**src/rtl/m1_stage.sv**
```systemverilog
// First memory stage: latches the EXE bus, collects the DCache response, holds it across M2 stalls.
// Optional define M1_FWD_LOAD_EN forwards load data on M1_result and drops m1s_load_op once data is in.
module m1_stage #(
    parameter int ES_BUS_WD = 138,
    parameter int M1_BUS_WD = 170,
    parameter int MAX_STALE = 3
) (
    input  logic                 clk,
    input  logic                 reset,
    input  logic                 es_to_m1s_valid,
    input  logic [ES_BUS_WD-1:0] es_to_m1s_bus,
    input  logic                 es_req_issued,
    output logic                 m1s_allowin,
    input  logic                 m2s_allowin,
    output logic                 m1s_to_m2s_valid,
    output logic [M1_BUS_WD-1:0] m1s_to_m2s_bus,
    input  logic                 flush,
    output logic                 m1s_ex,
    output logic                 m1s_inst_eret,
    output logic [4:0]           M1_dest,
    output logic [31:0]          M1_result,
    output logic                 m1s_load_op,
    input  logic                 data_data_ok,
    input  logic [31:0]          data_rdata
);

    localparam int SW = $clog2(MAX_STALE + 1);

    typedef enum logic [1:0] {
        S_EMPTY,
        S_WAIT,
        S_READY
    } state_t;

    state_t               state;
    logic [ES_BUS_WD-1:0] bus_r;
    logic [SW-1:0]        stale_cnt;
    logic [SW-1:0]        stale_next;
    logic [31:0]          rdata_hold;

    logic valid;
    logic resp_ok;
    logic capture;
    logic accept;
    logic stale_inc;
    logic stale_dec;
    logic [31:0] rdata_out;

    assign valid     = (state != S_EMPTY);
    assign resp_ok   = data_data_ok && (stale_cnt == '0);
    assign capture   = (state == S_WAIT) && resp_ok;

    assign m1s_to_m2s_valid = (state == S_READY) || capture;
    assign m1s_allowin      = (state == S_EMPTY)
                            || ((state == S_READY) && m2s_allowin)
                            || (capture && m2s_allowin);
    assign accept           = es_to_m1s_valid && m1s_allowin;

    // The capture cycle bypasses the hold register so M2 can take the word immediately.
    assign rdata_out      = capture ? data_rdata : rdata_hold;
    assign m1s_to_m2s_bus = {rdata_out, bus_r};

    assign m1s_ex        = valid && bus_r[127];
    assign m1s_inst_eret = valid && bus_r[120];
    assign M1_dest       = bus_r[68:64] & {5{valid && bus_r[69]}};

`ifdef M1_FWD_LOAD_EN
    assign M1_result   = ((state == S_READY) && bus_r[70]) ? rdata_hold :
                         (capture && bus_r[70])            ? data_rdata :
                                                             bus_r[63:32];
    assign m1s_load_op = (state == S_WAIT) && !capture && bus_r[133];
`else
    assign M1_result   = bus_r[63:32];
    assign m1s_load_op = valid && bus_r[133];
`endif

    // A flush orphans any request still in flight: the one we were waiting on, or one issued this cycle.
    assign stale_inc = flush && (((state == S_WAIT) && !capture) || (accept && es_req_issued));
    assign stale_dec = data_data_ok && (stale_cnt != '0);

    always_comb begin
        // NOTE: default first so every path assigns stale_next and no latch is inferred.
        stale_next = stale_cnt;
        if (stale_inc && !stale_dec) begin
            if (stale_cnt != SW'(MAX_STALE)) stale_next = stale_cnt + 1'b1;
        end else if (stale_dec && !stale_inc) begin
            stale_next = stale_cnt - 1'b1;
        end
    end

    // NOTE: non-blocking assignments so every register samples pre-edge values.
    always_ff @(posedge clk or posedge reset) begin
        if (reset) begin
            state      <= S_EMPTY;
            bus_r      <= '0;
            stale_cnt  <= '0;
            rdata_hold <= '0;
        end else begin
            stale_cnt <= stale_next;
            if (capture) rdata_hold <= data_rdata;

            if (flush) begin
                state <= S_EMPTY;
                bus_r <= '0;
            end else if (accept) begin
                bus_r <= es_to_m1s_bus;
                state <= es_req_issued ? S_WAIT : S_READY;
            end else begin
                case (state)
                    S_WAIT:  if (capture) state <= m2s_allowin ? S_EMPTY : S_READY;
                    S_READY: if (m2s_allowin) state <= S_EMPTY;
                    default: state <= S_EMPTY;
                endcase
            end
        end
    end

endmodule
```
**config.mk**
```make
export PLATFORM = sky130hd
export DESIGN_NAME = m1_stage
export DESIGN_NICKNAME = d
export VERILOG_FILES = /design/src/rtl/m1_stage.sv
export SDC_FILE = /design/constraint.sdc
export NUM_CORES = 1
export LEC_CHECK = 0
export CELL_PAD_IN_SITES_DETAIL_PLACEMENT = 1
export CELL_PAD_IN_SITES_GLOBAL_PLACEMENT = 1
export CORE_MARGIN = 3
export CORE_UTILIZATION = 25
export DETAILED_ROUTE_END_ITERATION = 10
export HOLD_SLACK_MARGIN = 0.12
export PLACE_DENSITY = 0.72
export SKIP_LAST_GASP = 1
export SYNTH_ARGS = -nofsm -noshare
export SYNTH_HDL_FRONTEND = slang
export SYNTH_SLANG_ARGS = --single-unit
```
**constraint.sdc**
```tcl
create_clock -name clk -period 10.85 [get_ports clk]
set_clock_uncertainty 0.2 [all_clocks]
set_input_delay 1.085 -clock clk [delete_from_list [all_inputs] [get_ports clk]]
set_output_delay 1.085 -clock clk [all_outputs]
set_load 0.05 [all_outputs]
```
==> results of run 1 <==
==> power by group <==
| part | internal [µW] | total [µW] | switching, µW |
|---|---|---|---|
| Clock | 330 | 613 | 284 |
| Sequential | 746 | 794 | 48.4 |
| Combinational | 313 | 900 | 587 |
==> cell families (layout without fill, tap and decap cells) <==
group           after synthesis  count (layout)  share of synthesized area
other cells                   0               2                          0
simple gates                303             303                      0.166
mux                          32              32                     0.0500
compound gates              153             153                      0.112
buf+inv                      89             430                     0.0685
flops                       174             174                      0.604
==> state kept, by name, summed over array words and instances, names as in the netlist <==
register    flops
bus_r         138
rdata_hold     32
stale_cnt       2
state           2
==> area by class of cell <==
class / count / area share
antenna: 2 / 0.000426
clock buffer: 20 / 0.0389
clock inverter: 11 / 0.00927
inverter: 5 / 0.00202
multi-input combinational: 488 / 0.204
sequential: 174 / 0.371
tap: 378 / 0.0403
timing repair buffer: 394 / 0.334
==> metal layers <==
layer,wire length [µm],GRT usage
met3,2880,0.0761
met1,10800,0.200
met2,13900,0.307
met5,0,0
met4,407,0.0518
==> through the flow <==
stage                util  hold WS, ns  instance area [µm²]  total power [µW]  std cells
finish              0.418        0.296                11700              2310       1472
global route        0.418        0.313                11700              2410       1471
CTS                 0.418        0.300                11700              2350       1470
detailed placement  0.398        0.283                11200              1720       1439
global placement    0.398        0.281                11200              1700       1439
floorplan               -        0.356                 7210              1380        751
==> worst max-delay path, stage by stage <==
cell and delay (ns):
clkdlybuf4s50_1 0.58, nor3b_2 0.35, nand3_2 0.77, mux2_2 0.60
clkdlybuf4s50_1 0.72
==> final timing paths <==
kind	start	slack (ns)	cells after the start	to
setup / recovery	data_data_ok	5.43	5	m1s_to_m2s_bus[152]
hold / removal	rdata_hold[0]$_DFF_PP0_	0.30	1	rdata_hold[0]$_DFF_PP0_
setup reg to reg	state[0]$_DFFE_PP0P_	7.65	5	bus_r[113]$_DFFE_PP0P_
hold reg to reg	rdata_hold[0]$_DFF_PP0_	0.30	1	rdata_hold[0]$_DFF_PP0_
max in group asynchronous	reset	8.20	3	bus_r[80]$_DFFE_PP0P_
min in group asynchronous	reset	0.87	2	rdata_hold[17]$_DFF_PP0_
==> layout by cell type, fill, tap and decap left out, drive strengths merged <==
master / netlist / final
nand2: 281 / 281
a2111oi: 1 / 1
and2: 3 / 3
a31oi: 1 / 1
clkinvlp: 0 / 4
a311oi: 1 / 1
dfrtp: 174 / 174
a221o: 1 / 1
buf: 58 / 7
a21oi: 139 / 139
mux2: 32 / 32
clkinv: 0 / 4
nand2b: 1 / 1
a211oi: 1 / 1
diode: 0 / 2
nor2b: 2 / 2
clkbuf: 26 / 20
o21bai: 1 / 1
o31a: 1 / 1
clkdlybuf4s50: 0 / 387
o22ai: 1 / 1
bufinv: 0 / 1
inv: 5 / 7
nand4bb: 1 / 1
a221oi: 1 / 1
or2: 1 / 1
nor2: 2 / 2
o21ai: 4 / 4
nand3: 4 / 4
a2bb2oi: 1 / 1
nor3b: 2 / 2
and3: 6 / 6
==> key figures, run 1 <==
Detailed routing
  • Routed WL per cell: 19.0 µm
  • DR pass1 iterations: 4
  • Residual DRC count: 0
  • DRT antenna net count: 0
  • WL final: 28.0 mm
  • Vias per inst: 4.50
  • DRT iter0 DRCs: 289
  • Via count: 6621

Worst setup path
  • CP max FO: 33
  • Critical Path RT: 9.57 ns
  • Critical path type: in2out
  • CP endpoint kind: output pin
  • Arrival @ worst endpoint: 4.13 ns
  • Startpoint Class: input pin

Power and ir drop
  • VDD IR max: 97.8 µV
  • Leak: 0.00489 µW
  • Pwr Density: 197 mW/mm²

Timing
  • Setup WS post-layout: 5.43 ns
  • Fin. Hold Viols: 0
  • Final setup viols: 0
  • Minimum clock period: 5.42 ns
  • Unrepaired setup endpoints after global routing: no
  • Total negative setup slack: 0 ns
  • Period utilization: 0.499
  • Slew @ Worst Pin: 0.991 ns
  • Slew HR: 0.339
  • F_max: 0.185 GHz
  • Final Max Tran Viols: 0

Cells and area
  • Layout cell share with drive strength beyond 1: 0.0696
  • Footprint of the multi-input gates: 0.00239 mm²
  • Seq. cell area: 0.00435 mm²
  • Area grow syn2layout: 62.8%
  • Total Nets Final: 1257
  • Filler cell count: 3236

Floorplan
  • Die area: 0.0309 mm²
  • Die height: 176 µm
  • Row count: 61
  • Die Span X: 176 µm
  • Initial core utilization: 0.257
  • Ports: 389
  • Core ar.: 0.0281 mm²

Clocking
  • CTS Buf Count: 17
  • CTS clk-pin slew, worst paths: 0.07 ns
  • Post-CTS setup buffers: 0
  • Clk buf depth: 2
  • CTS Root Cell: clkbuf_16
  • Clk_lat worst skew: 0.43 ns
  • Clk sink count: 174
  • Post-CTS Hold Fix Bufs: 0
  • Number of H-tree levels: 4
  • CTS tree: done
  • Post-CTS resize count: 0

Logic synthesis
  • Post-Synthesis Net Count: 928
  • Mean area per synthesized cell: 9.60 µm²
  • Register area share after synthesis: 0.604
  • Top-count cell post-synth: nand2_1
  • Yosys cell types: 29
  • EDFF count, synth: 0
  • Fraction of registers with async set/reset: 1.00
  • Cell accounting for the most synthesized area: dfrtp_1
  • Mapped Cells: 751
  • Top post-synthesis cells by count: nand2_1 (281), dfrtp_1 (174), a21oi_1 (139)
  • Synth area leaders: dfrtp_1 (60%), nand2_1 (15%), a21oi_1 (9.6%), mux2_2 (5.0%), buf_4 (3.6%)
  • Synthesis Warnings: 0
  • Post-synth top flop: dfrtp_1
  • Number of synthesized register bits: 174
  • Syn Std Cell Area: 0.00721 mm²
  • Synth top area share: 0.604

Global routing
  • Via count of the first global-routing pass: 7080
  • Initial antenna violation count: 1
  • Global-route wire length before repair: 42.4 mm
  • Largest net degree at the start of global routing: 78
  • Global route total overflow: 0
  • GRT Total Usage: 0.178

Status
  • Status: completed

Placement
  • Placer Congestion: 0.768
  • Post-detail-place hpwl: 19.8 mm
  • Setup WS pre-CTS: 5.36 ns
  • Port bufs: 388

Hold path
  • Hold WC Path Type: reg2reg

Flow run
  • Max cap viols: 0
Note: power is estimated with default switching activity, not from simulation.
==> inputs of run 2 (changes only) <==
Clock period 10.85 ns to 5.3 ns, I/O delays scaled along.
==> key figures, run 2 (synthesis gave the netlist of run 1 again) <==
Status
  • Status: completed

Worst setup path
  • Crit path cell chain: clkdlybuf4s50_1 > nor3b_2 > nand3_2 > mux2_2 > clkdlybuf4s50_1
  • Startpoint Class: input pin
  • Cell mode on critical path: clkdlybuf4s50_1
  • CP endpoint kind: output pin
  • Critical Path RT: 4.57 ns
  • Arrival @ worst endpoint: 3.55 ns
  • CP peak stage delay: 0.76 ns
  • CP max FO: 33
  • Buf+Inv Stages, Crit Path: 2
  • Kind of cell adding the most delay to the critical path: buffers and inverters
  • Critical Path Source: data_data_ok
  • Worst reg2reg startpoint: state[0]$_DFFE_PP0P_
  • Critical path type: in2out
  • Worst path slowest cell: nand3_2

Clocking
  • Clk buf depth: 2
  • Number of H-tree levels: 4
  • Post-CTS Hold Fix Bufs: 0
  • CTS Root Cell: clkbuf_16
  • CTS Buf Count: 17
  • CTS tree: done
  • CTS clk-pin slew, worst paths: 0.07 ns
  • Clk sink count: 174
  • Post-CTS setup buffers: 0
  • Post-CTS resize count: 0
  • Clk_lat worst skew: 0.41 ns

Floorplan
  • Die Span X: 176 µm
  • Ports: 389
  • Initial core utilization: 0.257
  • Row count: 61
  • Core ar.: 0.0281 mm²
  • Die height: 176 µm
  • Die area: 0.0309 mm²

Timing
  • F_max: 0.234 GHz
  • Minimum clock period: 4.28 ns
  • Fin. Hold Viols: 0
  • Final setup viols: 0
  • Period utilization: 0.808
  • Total negative setup slack: 0 ns
  • Final Max Tran Viols: 0
  • Slew HR: 0.378
  • Slew @ Worst Pin: 0.931 ns
  • Unrepaired setup endpoints after global routing: no

Global routing
  • Via count of the first global-routing pass: 7174
  • Initial antenna violation count: 0
  • Global-route wire length before repair: 42.2 mm
  • Largest net degree at the start of global routing: 139
  • Global route total overflow: 0
  • GRT Total Usage: 0.174

Power and ir drop
  • VDD IR max: 186 µV
  • Leak: 0.00490 µW
  • Final Power: 4740 µW
  • Pwr Density: 403 mW/mm²

Placement
  • Placer Congestion: 0.736
  • Placed cells: 1438
  • Port bufs: 388
  • Post-detail-place hpwl: 19.5 mm

Hold path
  • Worst hold start: rdata_hold[14]$_DFF_PP0_
  • Hold WC Path Type: reg2reg

Cells and area
  • Area grow syn2layout: 63.3%
  • Footprint of the multi-input gates: 0.00239 mm²
  • Layout cell share with drive strength beyond 1: 0.0687
  • Seq. cell area: 0.00435 mm²
  • Biggest regs: bus_r: 138 flops, rdata_hold: 32 flops
  • Largest Register: bus_r
  • Commonest non-fill, non-tap cell in the layout: clkdlybuf4s50_1
  • Total Nets Final: 1256
  • Max FFs per register: 138
  • Filler cell count: 3217
  • Cell Count, Final, Fillers Out: 1470
  • Antenna Cells: 0
  • Most frequent cells in the layout: clkdlybuf4s50_1 (387), nand2_1 (281), dfrtp_1 (174)
  • Fin util: 0.419

Detailed routing
  • DRT iter0 DRCs: 303
  • Residual DRC count: 0
  • Vias per inst: 4.46
  • DRT antenna net count: 0
  • DR pass1 iterations: 4
  • Routed WL per cell: 18.4 µm
  • Via count: 6559
  • WL final: 27.1 mm

Flow run
  • Max cap viols: 0
## run 2: worst reg2reg max path, stage by stage (launching register included)
cell      delay, ns
dfrtp_1        0.57
nand2b_1       0.40
a221o_4        0.76
buf_12         0.36
nand2_1        0.18
a21oi_1        0.16
## run 2: final timing paths
path	endpoint	slack [ns]	cells after the start
max	m1s_to_m2s_bus[153]	1.02	5
min	rdata_hold[14]$_DFF_PP0_	0.30	1
max reg2reg	bus_r[76]$_DFFE_PP0P_	2.58	5
min reg2reg	rdata_hold[14]$_DFF_PP0_	0.30	1
max in group asynchronous	bus_r[23]$_DFFE_PP0P_	3.41	3
min in group asynchronous	bus_r[131]$_DFFE_PP0P_	0.31	2
## run 2: report_power, final
group | internal, µW | leakage [µW] | switching [µW]
combinational | 646 | 0.00233 | 1200
sequential | 1530 | 0.00230 | 98.2
clock | 671 | 0.000271 | 605
## run 2: final cells by class
| type | count | area share |
|---|---|---|
| tap | 378 | 0.0402 |
| clock buffer | 19 | 0.0368 |
| inverter | 5 | 0.00191 |
| timing repair buffer | 393 | 0.336 |
| sequential | 174 | 0.370 |
| multi-input combinational | 488 | 0.203 |
| clock inverter | 13 | 0.0125 |
## run 2: stage by stage
| step | hold WS, ns | worst slack (ns) | cell area, µm² |
|---|---|---|---|
| 2_1_floorplan | 0.356 | 2.35 | 7220 |
| 3_3_place_gp | 0.280 | 1.04 | 11200 |
| 3_5_place_dp | 0.283 | 0.968 | 11200 |
| 4_1_cts | 0.299 | 0.962 | 11800 |
| 5_1_grt | 0.315 | 0.778 | 11800 |
| 6_report | 0.296 | 1.02 | 11800 |
## run 2: per-layer routing
metal	global-route usage	vias to the layer above	wire, µm
met1	0.207	3223	11000
met3	0.0761	15	2760
li1	-	3061	-
met2	0.293	260	13000
met4	0.0370	0	297
met5	0	-	0
==> inputs of run 3 (changes only) <==
Settings changed: PLACE_DENSITY 0.72 to 0.75.
Clock period 5.3 ns to 3.7 ns, I/O delays scaled along.
==> key figures, run 3 (synthesis gave the netlist of run 1 again) <==
Placement
  • Setup WS pre-CTS: 0.217 ns
  • Port bufs: 388
  • Placed cells: 1442
  • Post-detail-place hpwl: 19.9 mm
  • Placer Congestion: 0.746

Detailed routing
  • Via count: 6550
  • DRT iter0 DRCs: 272
  • DR pass1 iterations: 4
  • Vias per inst: 4.44
  • DRT antenna net count: 0
  • Routed WL per cell: 18.8 µm
  • WL final: 27.7 mm
  • Residual DRC count: 0

Clocking
  • CTS Root Cell: clkbuf_16
  • Clk buf depth: 2
  • Number of H-tree levels: 4
  • Clk_lat worst skew: 0.42 ns
  • Post-CTS resize count: 0
  • CTS Buf Count: 17
  • CTS tree: done
  • Post-CTS setup buffers: 0
  • Clk sink count: 174
  • CTS clk-pin slew, worst paths: 0.08 ns

Floorplan
  • Row count: 61
  • Initial core utilization: 0.257
  • Die area: 0.0309 mm²
  • Die height: 176 µm
  • Core ar.: 0.0281 mm²
  • Die Span X: 176 µm
  • Ports: 389

Hold path
  • Worst hold start: es_to_m1s_bus[101]
  • WHS Path Cells: 3
  • Hold WC Path Type: in2reg
  • Sink of the worst hold path: bus_r[101]$_DFFE_PP0P_

Timing
  • Setup WS post-layout: 0.277 ns
  • F_max: 0.292 GHz
  • Final setup viols: 0
  • Slew HR: 0.381
  • Fin. Hold Viols: 0
  • Total negative setup slack: 0 ns
  • Period utilization: 0.925
  • Slew @ Worst Pin: 0.928 ns
  • Final Max Tran Viols: 0
  • Unrepaired setup endpoints after global routing: no
  • Minimum clock period: 3.42 ns

Cells and area
  • Fin util: 0.420
  • Filler cell count: 3224
  • Seq. cell area: 0.00435 mm²
  • Cell Count, Final, Fillers Out: 1476
  • Biggest regs: bus_r: 138 flops, rdata_hold: 32 flops
  • Layout cell share with drive strength beyond 1: 0.103
  • Area grow syn2layout: 63.7%
  • Total Nets Final: 1261
  • Commonest non-fill, non-tap cell in the layout: clkdlybuf4s50_1
  • Footprint of the multi-input gates: 0.00239 mm²
  • Most frequent cells in the layout: clkdlybuf4s50_1 (354), nand2_1 (281), dfrtp_1 (174)
  • Largest Register: bus_r
  • Max FFs per register: 138

Global routing
  • Initial antenna violation count: 1
  • Global-route wire length before repair: 42.3 mm
  • Via count of the first global-routing pass: 7110
  • Global route total overflow: 0
  • Largest net degree at the start of global routing: 139
  • GRT Total Usage: 0.175

Worst setup path
  • Startpoint Class: input pin
  • Worst reg2reg startpoint: state[0]$_DFFE_PP0P_
  • Critical path type: in2out
  • Flop-to-flop setup slack: 1.07 ns
  • Reg2Reg Depth: 5
  • Arrival @ worst endpoint: 2.85 ns
  • CP endpoint kind: output pin
  • Reg-to-Reg End: bus_r[70]$_DFFE_PP0P_
  • Critical Path RT: 3.13 ns
  • CP max FO: 33

Flow run
  • Max cap viols: 0

Status
  • Status: completed

Power and ir drop
  • Leak: 0.00499 µW
  • VDD IR max: 230 µV
  • Pwr Density: 577 mW/mm²
run 3: final cells by class:
type	instances	share of cell area
clock buffers	18	0.0363
diodes	1	0.000212
multi-input cells	488	0.203
clock inverters	14	0.0123
inverters	5	0.00191
well taps	378	0.0401
flip-flops and latches	174	0.369
repair buffers	398	0.338
run 3: worst max-delay path, cell delays in order:
cell and delay, ns:
clkdlybuf4s50_1 0.58, nor3b_2 0.33, nand3_2 0.76, mux2_2 0.59
buf_4 0.20
run 3: timing repair:
| action | 4_1_cts | 5_1_grt |
|---|---|---|
| hold endpoints to repair | 1 | 0 |
| hold buffers | 1 | 0 |
| setup endpoints to repair | 0 | 0 |
run 3: per-layer routing:
metal  track usage  wire length [µm]  vias up
met5             0                13        -
met4        0.0422               363        2
met3        0.0722              2480       18
met2         0.300             13700      257
met1         0.204             11200     3205
li1              -                 -     3068
run 3: how the worst max path moves through the flow:
stage | startpoint | endpoint | cells past startpoint | slack (ns)
floorplan | reset | bus_r[0]$_DFFE_PP0P_ | 1 | 0.91
global placement | data_data_ok | m1s_to_m2s_bus[155] | 5 | 0.28
detailed placement | data_data_ok | m1s_to_m2s_bus[158] | 5 | 0.22
CTS | data_data_ok | m1s_to_m2s_bus[158] | 5 | 0.22
global route | data_data_ok | m1s_to_m2s_bus[158] | 5 | 0.09
finish | data_data_ok | m1s_to_m2s_bus[158] | 5 | 0.28
run 3: stage by stage:
| stage | cell area (µm²) | power [µW] | hold WS, ns |
|---|---|---|---|
| after floorplan | 7220 | 4050 | 0.301 |
| after global placement | 11200 | 4990 | 0.282 |
| after detailed placement | 11200 | 5060 | 0.285 |
| after CTS | 11800 | 6930 | 0.258 |
| after global routing | 11800 | 7150 | 0.269 |
| final | 11800 | 6810 | 0.284 |
run 3: report_power, final:
part / switching [µW] / internal, µW / total, µW
Combinational: 1740 / 925 / 2660
Clock: 862 / 956 / 1820
Sequential: 144 / 2190 / 2330
